**src/rtl/round_key_store.sv**
```systemverilog
// Round-key store: captures expanded keys and streams them forward or reversed to the round datapath.
// First key one cycle after start (or after keys become valid); outputs hold while rk_ready is low.
module round_key_store #(
    parameter int KEY_S    = 128,
    parameter int MAX_KEYS = 15
) (
    input  logic             clk,
    input  logic             reset,
    input  logic             w_e,
    input  logic [3:0]       w_addr,
    input  logic [KEY_S-1:0] w_key,
    input  logic             w_done,
    input  logic [3:0]       rounds_total,
    input  logic             start,
    input  logic             decrypt,
    input  logic             rk_ready,
    output logic             rk_valid,
    output logic [KEY_S-1:0] rk_data,
    output logic [3:0]       rk_round,
    output logic             rk_last,
    output logic             keys_valid,
    output logic             busy,
    output logic             overlap_err
);

    localparam logic [4:0] MAX_K = 5'(MAX_KEYS);

    typedef enum logic [1:0] {
        IDLE   = 2'd0,
        WAIT   = 2'd1,
        STREAM = 2'd2
    } state_t;

    state_t           state;
    state_t           state_nxt;
    logic             load;
    logic             step;
    logic             finish;

    logic [KEY_S-1:0] key_mem [MAX_KEYS];
    logic             wr_en;
    logic [3:0]       rt_clamp;
    logic [3:0]       len_q;
    logic             dec_q;
    logic [3:0]       cfg_len;
    logic             cfg_dec;
    logic [3:0]       rd_idx;
    logic             rd_last;
    logic [KEY_S-1:0] rd_data;

    assign wr_en    = w_e && ({1'b0, w_addr} < MAX_K);
    assign rt_clamp = (rounds_total == 4'd10 || rounds_total == 4'd12 || rounds_total == 4'd14)
                      ? rounds_total : 4'd14;
    assign busy     = (state != IDLE);

    // In IDLE the stream is launched straight from the live inputs; afterwards from the latched copy.
    assign cfg_len = (state == IDLE) ? rt_clamp : len_q;
    assign cfg_dec = (state == IDLE) ? decrypt : dec_q;

    assign rd_idx  = load    ? (cfg_dec ? cfg_len : 4'd0)
                   : cfg_dec ? (rk_round - 4'd1) : (rk_round + 4'd1);
    assign rd_last = cfg_dec ? (rd_idx == 4'd0) : (rd_idx == cfg_len);
    // Forward a same-cycle write so the fetched key always reflects the newest contents.
    assign rd_data = (wr_en && (w_addr == rd_idx)) ? w_key : key_mem[rd_idx];

    always_ff @(posedge clk) begin
        if (wr_en) begin
            key_mem[w_addr] <= w_key;
        end
    end

    always_ff @(posedge clk or posedge reset) begin
        if (reset) begin
            state <= IDLE;
        end else begin
            state <= state_nxt;
        end
    end

    always_comb begin
        state_nxt = state;
        load      = 1'b0;
        step      = 1'b0;
        finish    = 1'b0;
        case (state)
            IDLE: begin
                if (start) begin
                    if (keys_valid) begin
                        state_nxt = STREAM;
                        load      = 1'b1;
                    end else begin
                        state_nxt = WAIT;
                    end
                end
            end
            WAIT: begin
                if (keys_valid) begin
                    state_nxt = STREAM;
                    load      = 1'b1;
                end
            end
            STREAM: begin
                if (rk_valid && rk_ready) begin
                    if (rk_last) begin
                        state_nxt = IDLE;
                        finish    = 1'b1;
                    end else begin
                        step = 1'b1;
                    end
                end
            end
            default: state_nxt = IDLE;
        endcase
    end

    always_ff @(posedge clk or posedge reset) begin
        if (reset) begin
            rk_valid <= 1'b0;
            rk_data  <= '0;
            rk_round <= 4'd0;
            rk_last  <= 1'b0;
            len_q    <= 4'd0;
            dec_q    <= 1'b0;
        end else begin
            if (load || step) begin
                rk_valid <= 1'b1;
                rk_data  <= rd_data;
                rk_round <= rd_idx;
                rk_last  <= rd_last;
            end else if (finish) begin
                rk_valid <= 1'b0;
                rk_last  <= 1'b0;
            end
            if (state == IDLE && start) begin
                len_q <= rt_clamp;
                dec_q <= decrypt;
            end
        end
    end

    // Completion beats a concurrent rewrite of round 0.
    always_ff @(posedge clk or posedge reset) begin
        if (reset) begin
            keys_valid  <= 1'b0;
            overlap_err <= 1'b0;
        end else begin
            if (w_done) begin
                keys_valid <= 1'b1;
            end else if (wr_en && (w_addr == 4'd0)) begin
                keys_valid <= 1'b0;
            end
            if (wr_en && busy) begin
                overlap_err <= 1'b1;
            end
        end
    end

endmodule

```
**config.mk**
```make
export PLATFORM = sky130hd
export DESIGN_NAME = round_key_store
export DESIGN_NICKNAME = d
export VERILOG_FILES = /design/src/rtl/round_key_store.sv
export SDC_FILE = /design/constraint.sdc
export NUM_CORES = 2
export LEC_CHECK = 0
export CORE_UTILIZATION = 50
export CTS_CLUSTER_DIAMETER = 50
export DETAILED_ROUTE_END_ITERATION = 12
export DONT_BUFFER_PORTS = 1
export GPL_TIMING_DRIVEN = 0
export PLACE_DENSITY = 0.75
export SLEW_MARGIN = 25
export SYNTH_ARGS = -nofsm -noshare
export SYNTH_HDL_FRONTEND = slang
export SYNTH_SLANG_ARGS = --single-unit
```
**constraint.sdc**
```tcl
create_clock -name clk -period 5.8 [get_ports clk]
set_input_delay 0.87 -clock clk [delete_from_list [all_inputs] [get_ports clk]]
set_output_delay 0.87 -clock clk [all_outputs]
set_load 0.02 [all_outputs]
```
==> results.yml <==
min_path:
  min_path_cells: 0
  worst_hold_startpoint: "w_key[87]"
  hold_class: "input pin to flip-flop"
global_routing:
  globalRouteMet3Util_pct: 8.918
  track_usage_pct: 26.94
  initial_antenna_violation_count: 5
  wire_length_of_the_first_global_routing_pass_um: 319300
  globalRoute.busiestLayer: "met2"
  grt_util_met1_pct: 30.65
  grt_start_max_net_pins: 68
  first_global_vias: 49130
  grt_util_met2_pct: 45.29
  global_route.overflow_total: 0
worst_setup_path:
  startpoint_type: "flip-flop"
  worst-endpoint-required_ns: 6.53
  timing.critical_path.max_delay_family: "buffers and inverters"
  critical_path_class: "flip-flop to flip-flop"
  path_depth: 17
  delay_of_the_slowest_critical_path_stage_ns: 0.94
  r2r_start: "state[0]$_DFFE_PP0P_"
  cp_slowest_cell: "sky130_fd_sc_hd__clkbuf_1"
  r2r_cells: 17
  worst-path-max-fanout: 10
  worstPathArrival_ns: 5.97
  worst_setup_path_startpoint: "state[0]$_DFFE_PP0P_"
  critPathCaptureType: "flip-flop"
  cell_chain_critical_path: "buf_4, nor2_4, inv_4, mux2i_4, inv_1, ha_1, xnor2_1, o21ai_0, o21a_1, buf_2, clkbuf_1, clkbuf_1, nor2_1, a31oi_1, a32oi_1, a31o_2, a31oi_1"
  worstPathBufferInverterCount: 6
  r2r_setup_slack_ns: 0.56
synthesis:
  synthesis.area_per_instance_sq_um: 14.88
  netlist-cell-type-count: 55
  nets_in_the_synthesized_netlist: 5520
  synth.cell_area_sq_um: 79950
  synth-seq-area-share_pct: 76.59
  yosysWarnings: 0
  synth_flop_cell: "sky130_fd_sc_hd__edfxtp_1"
  synth-seq-cells: 2063
  synthCells: 5374
  async_reset_ff_share_pct: 6.932
  synth_enable_flop_cells: 1920
die:
  die-area_sq_um: 161500
  number_of_top_level_design_ports: 280
  core_area_sq_um: 158600
  core.rowCount: 146
  initial_core_util_pct: 50.42
  die_h_um: 401.9
  die-width_um: 401.9
placement:
  post_detail_place_hpwl_um: 152000
  placed_cell_area_sq_um: 85190
  dpl.cell_count: 7568
  buffer_ports.inserted: 0
  routabilityCongestion: 0.8731
detailed_routing:
  vias: 48660
  antenna_violating_nets_post_route: 0
  drcViolationCount: 0
  finalWirelength_um: 219300
  detailed_route_iter0_violations: 6143
  wl_per_cell_um: 27.66
  route.detailed.vias_per_inst: 6.136
  detail_route.first_pass.iterations: 6
sta:
  period_share_pct: 90.29
  unrepaired_setup_endpoints_after_global_routing: "no"
  min_period_ns: 5.237
  timing.fmax_ghz: 0.1910
  finalSetupViolCount: 0
  worst_slew_margin_rel_pct: 19.04
  worst_slew_pin_slew_ns: 1.214
  timing.clock.skew_ns: 0.02855
  finalHoldViolations: 0
  finalMaxSlewViolations: 0
clocking:
  cts.repair_timing.setup_buffer_count: 0
  clkTransAtPathRegs_ns: 0.07
  cts_tree: "built"
  root_cell_of_the_clock_tree: "sky130_fd_sc_hd__clkbuf_16"
  clockBufferDepth: 3
  cts-buffers-inserted: 193
  cts.sink_count: 2063
  ctsHtreeMaxLevel: 4
  worst_skew_pair.late_latency_ns: 0.83
final_layout:
  layout.cells.non_filler: 7929
  finish.instance_area_sq_um: 91470
  area_growth_pct: 14.41
  nets: 5838
  layout-drive-gt1-share_pct: 11.74
status:
  status: "finished clean"
run:
  maxCapViolations: 0
==> layer usage <==
metal  up-vias  routed length [um]  share of wire, %
li1      20960                   -                 -
met1     24230               73910                34
met2      2896              108000                49
met3       567               25750                12
met4         2               11640               5.3
met5         -                  12            0.0055
==> placed cells by master, fill, tap and decap left out, types with 3 or more instances in the layout <==
cell / netlist / layout
sky130_fd_sc_hd__a22o_1: 55 / 55
sky130_fd_sc_hd__nor2_4: 1 / 15
sky130_fd_sc_hd__buf_6: 0 / 32
sky130_fd_sc_hd__buf_1: 14 / 13
sky130_fd_sc_hd__diode_2: 0 / 5
sky130_fd_sc_hd__buf_16: 0 / 46
sky130_fd_sc_hd__clkbuf_1: 245 / 286
sky130_fd_sc_hd__buf_4: 9 / 9
sky130_fd_sc_hd__clkbuf_2: 0 / 9
sky130_fd_sc_hd__clkinv_2: 0 / 17
sky130_fd_sc_hd__dfrtp_1: 143 / 143
sky130_fd_sc_hd__a21oi_1: 9 / 9
sky130_fd_sc_hd__bufinv_16: 0 / 18
sky130_fd_sc_hd__edfxtp_1: 1920 / 1920
sky130_fd_sc_hd__a221o_1: 55 / 55
sky130_fd_sc_hd__nor2_2: 4 / 4
sky130_fd_sc_hd__o21ai_0: 5 / 5
sky130_fd_sc_hd__clkinv_4: 0 / 5
sky130_fd_sc_hd__a31oi_1: 257 / 257
sky130_fd_sc_hd__inv_6: 0 / 5
sky130_fd_sc_hd__clkbuf_16: 0 / 198
sky130_fd_sc_hd__nor2_1: 284 / 270
sky130_fd_sc_hd__clkinv_1: 0 / 43
sky130_fd_sc_hd__clkinvlp_4: 0 / 6
sky130_fd_sc_hd__mux4_2: 165 / 165
sky130_fd_sc_hd__buf_8: 0 / 8
sky130_fd_sc_hd__clkbuf_8: 0 / 10
sky130_fd_sc_hd__nand2_1: 1328 / 1328
sky130_fd_sc_hd__buf_2: 81 / 82
sky130_fd_sc_hd__nand3b_1: 3 / 3
sky130_fd_sc_hd__a31o_1: 71 / 71
sky130_fd_sc_hd__buf_12: 0 / 36
sky130_fd_sc_hd__xnor2_1: 5 / 5
sky130_fd_sc_hd__inv_1: 6 / 5
sky130_fd_sc_hd__a21o_1: 3 / 3
sky130_fd_sc_hd__nand3_1: 590 / 590
sky130_fd_sc_hd__a32oi_1: 73 / 73
sky130_fd_sc_hd__o21a_1: 4 / 4
==> state kept, by name, indices dropped and copies added, names as in the netlist <==
name,count
key_mem,1920
rk_data,128
len_q,4
rk_round,4
state,2
dec_q,1
keys_valid,1
overlap_err,1
rk_last,1
rk_valid,1
==> area by class of cell <==
| type | count | area [sq um] |
|---|---|---|
| fillers | 11450 | 67090 |
| flip-flops and latches | 2063 | 61230 |
| multi-input cells | 2955 | 17410 |
| clock buffers | 258 | 5280 |
| well taps | 2072 | 2592 |
| repair buffers | 123 | 2477 |
| plain buffers | 349 | 1458 |
| clock inverters | 97 | 972.2 |
| inverters | 7 | 36.28 |
| diodes | 5 | 12.51 |
==> logic make-up after synthesis <==
kind of cell	synth area share (%)
AOI/OAI and AO/OA	5.219
adders and majority gates	0.05633
DFF	76.59
xor gates and xnor gates	0.08606
muxes	4.717
and+or+nand+nor	11.49
buffers and inverters	1.843
==> cell usage after synthesis, types with 4 or more instances <==
library cell,instances,area share [%]
sky130_fd_sc_hd__edfxtp_1,1920,72
sky130_fd_sc_hd__nand2_1,1328,6.2
sky130_fd_sc_hd__nand3_1,590,3.7
sky130_fd_sc_hd__nor2_1,284,1.3
sky130_fd_sc_hd__a31oi_1,257,2.0
sky130_fd_sc_hd__clkbuf_1,245,1.2
sky130_fd_sc_hd__mux4_2,165,4.6
sky130_fd_sc_hd__dfrtp_1,143,4.5
sky130_fd_sc_hd__buf_2,81,0.51
sky130_fd_sc_hd__a32oi_1,73,0.80
sky130_fd_sc_hd__a31o_1,71,0.78
sky130_fd_sc_hd__a221o_1,55,0.69
sky130_fd_sc_hd__a22o_1,55,0.60
sky130_fd_sc_hd__buf_1,14,0.066
sky130_fd_sc_hd__a21oi_1,9,0.056
sky130_fd_sc_hd__buf_4,9,0.084
sky130_fd_sc_hd__inv_1,6,0.028
sky130_fd_sc_hd__o21ai_0,5,0.031
sky130_fd_sc_hd__xnor2_1,5,0.055
sky130_fd_sc_hd__nor2_2,4,0.031
sky130_fd_sc_hd__o21a_1,4,0.038
==> stage by stage <==
stage	setup WS, ns	util (%)	hold slack [ns]	setup TNS [ns]
global route	0.4672	57.68	0.1153	0
finish	0.5634	57.69	0.1268	0
CTS	0.7734	57.68	0.08934	0
floorplan	-1.475	-	0.4633	-2558.46
detailed placement	0.7617	53.73	0.4925	0
global placement	-6.225	52.07	0.4830	-
==> what timing repair did <==
item                      in CTS  in global routing
hold buffers                   1                  0
hold endpoints to repair      35                  0
resized for setup              0                  0
==> path summary, 6_finish.rpt <==
path	end
worst max-delay path	rk_data[10]$_DFFE_PP0P_
worst min-delay path	key_mem[1][87]$_DFFE_PP_
worst max register to register	rk_data[10]$_DFFE_PP0P_
worst min register to register	len_q[3]$_DFFE_PP0P_
max in group asynchronous	rk_data[6]$_DFFE_PP0P_
min in group asynchronous	rk_data[48]$_DFFE_PP0P_
Power is not shown: default switching activity piles up to over one toggle a cycle in this logic, so the estimate is an artifact.
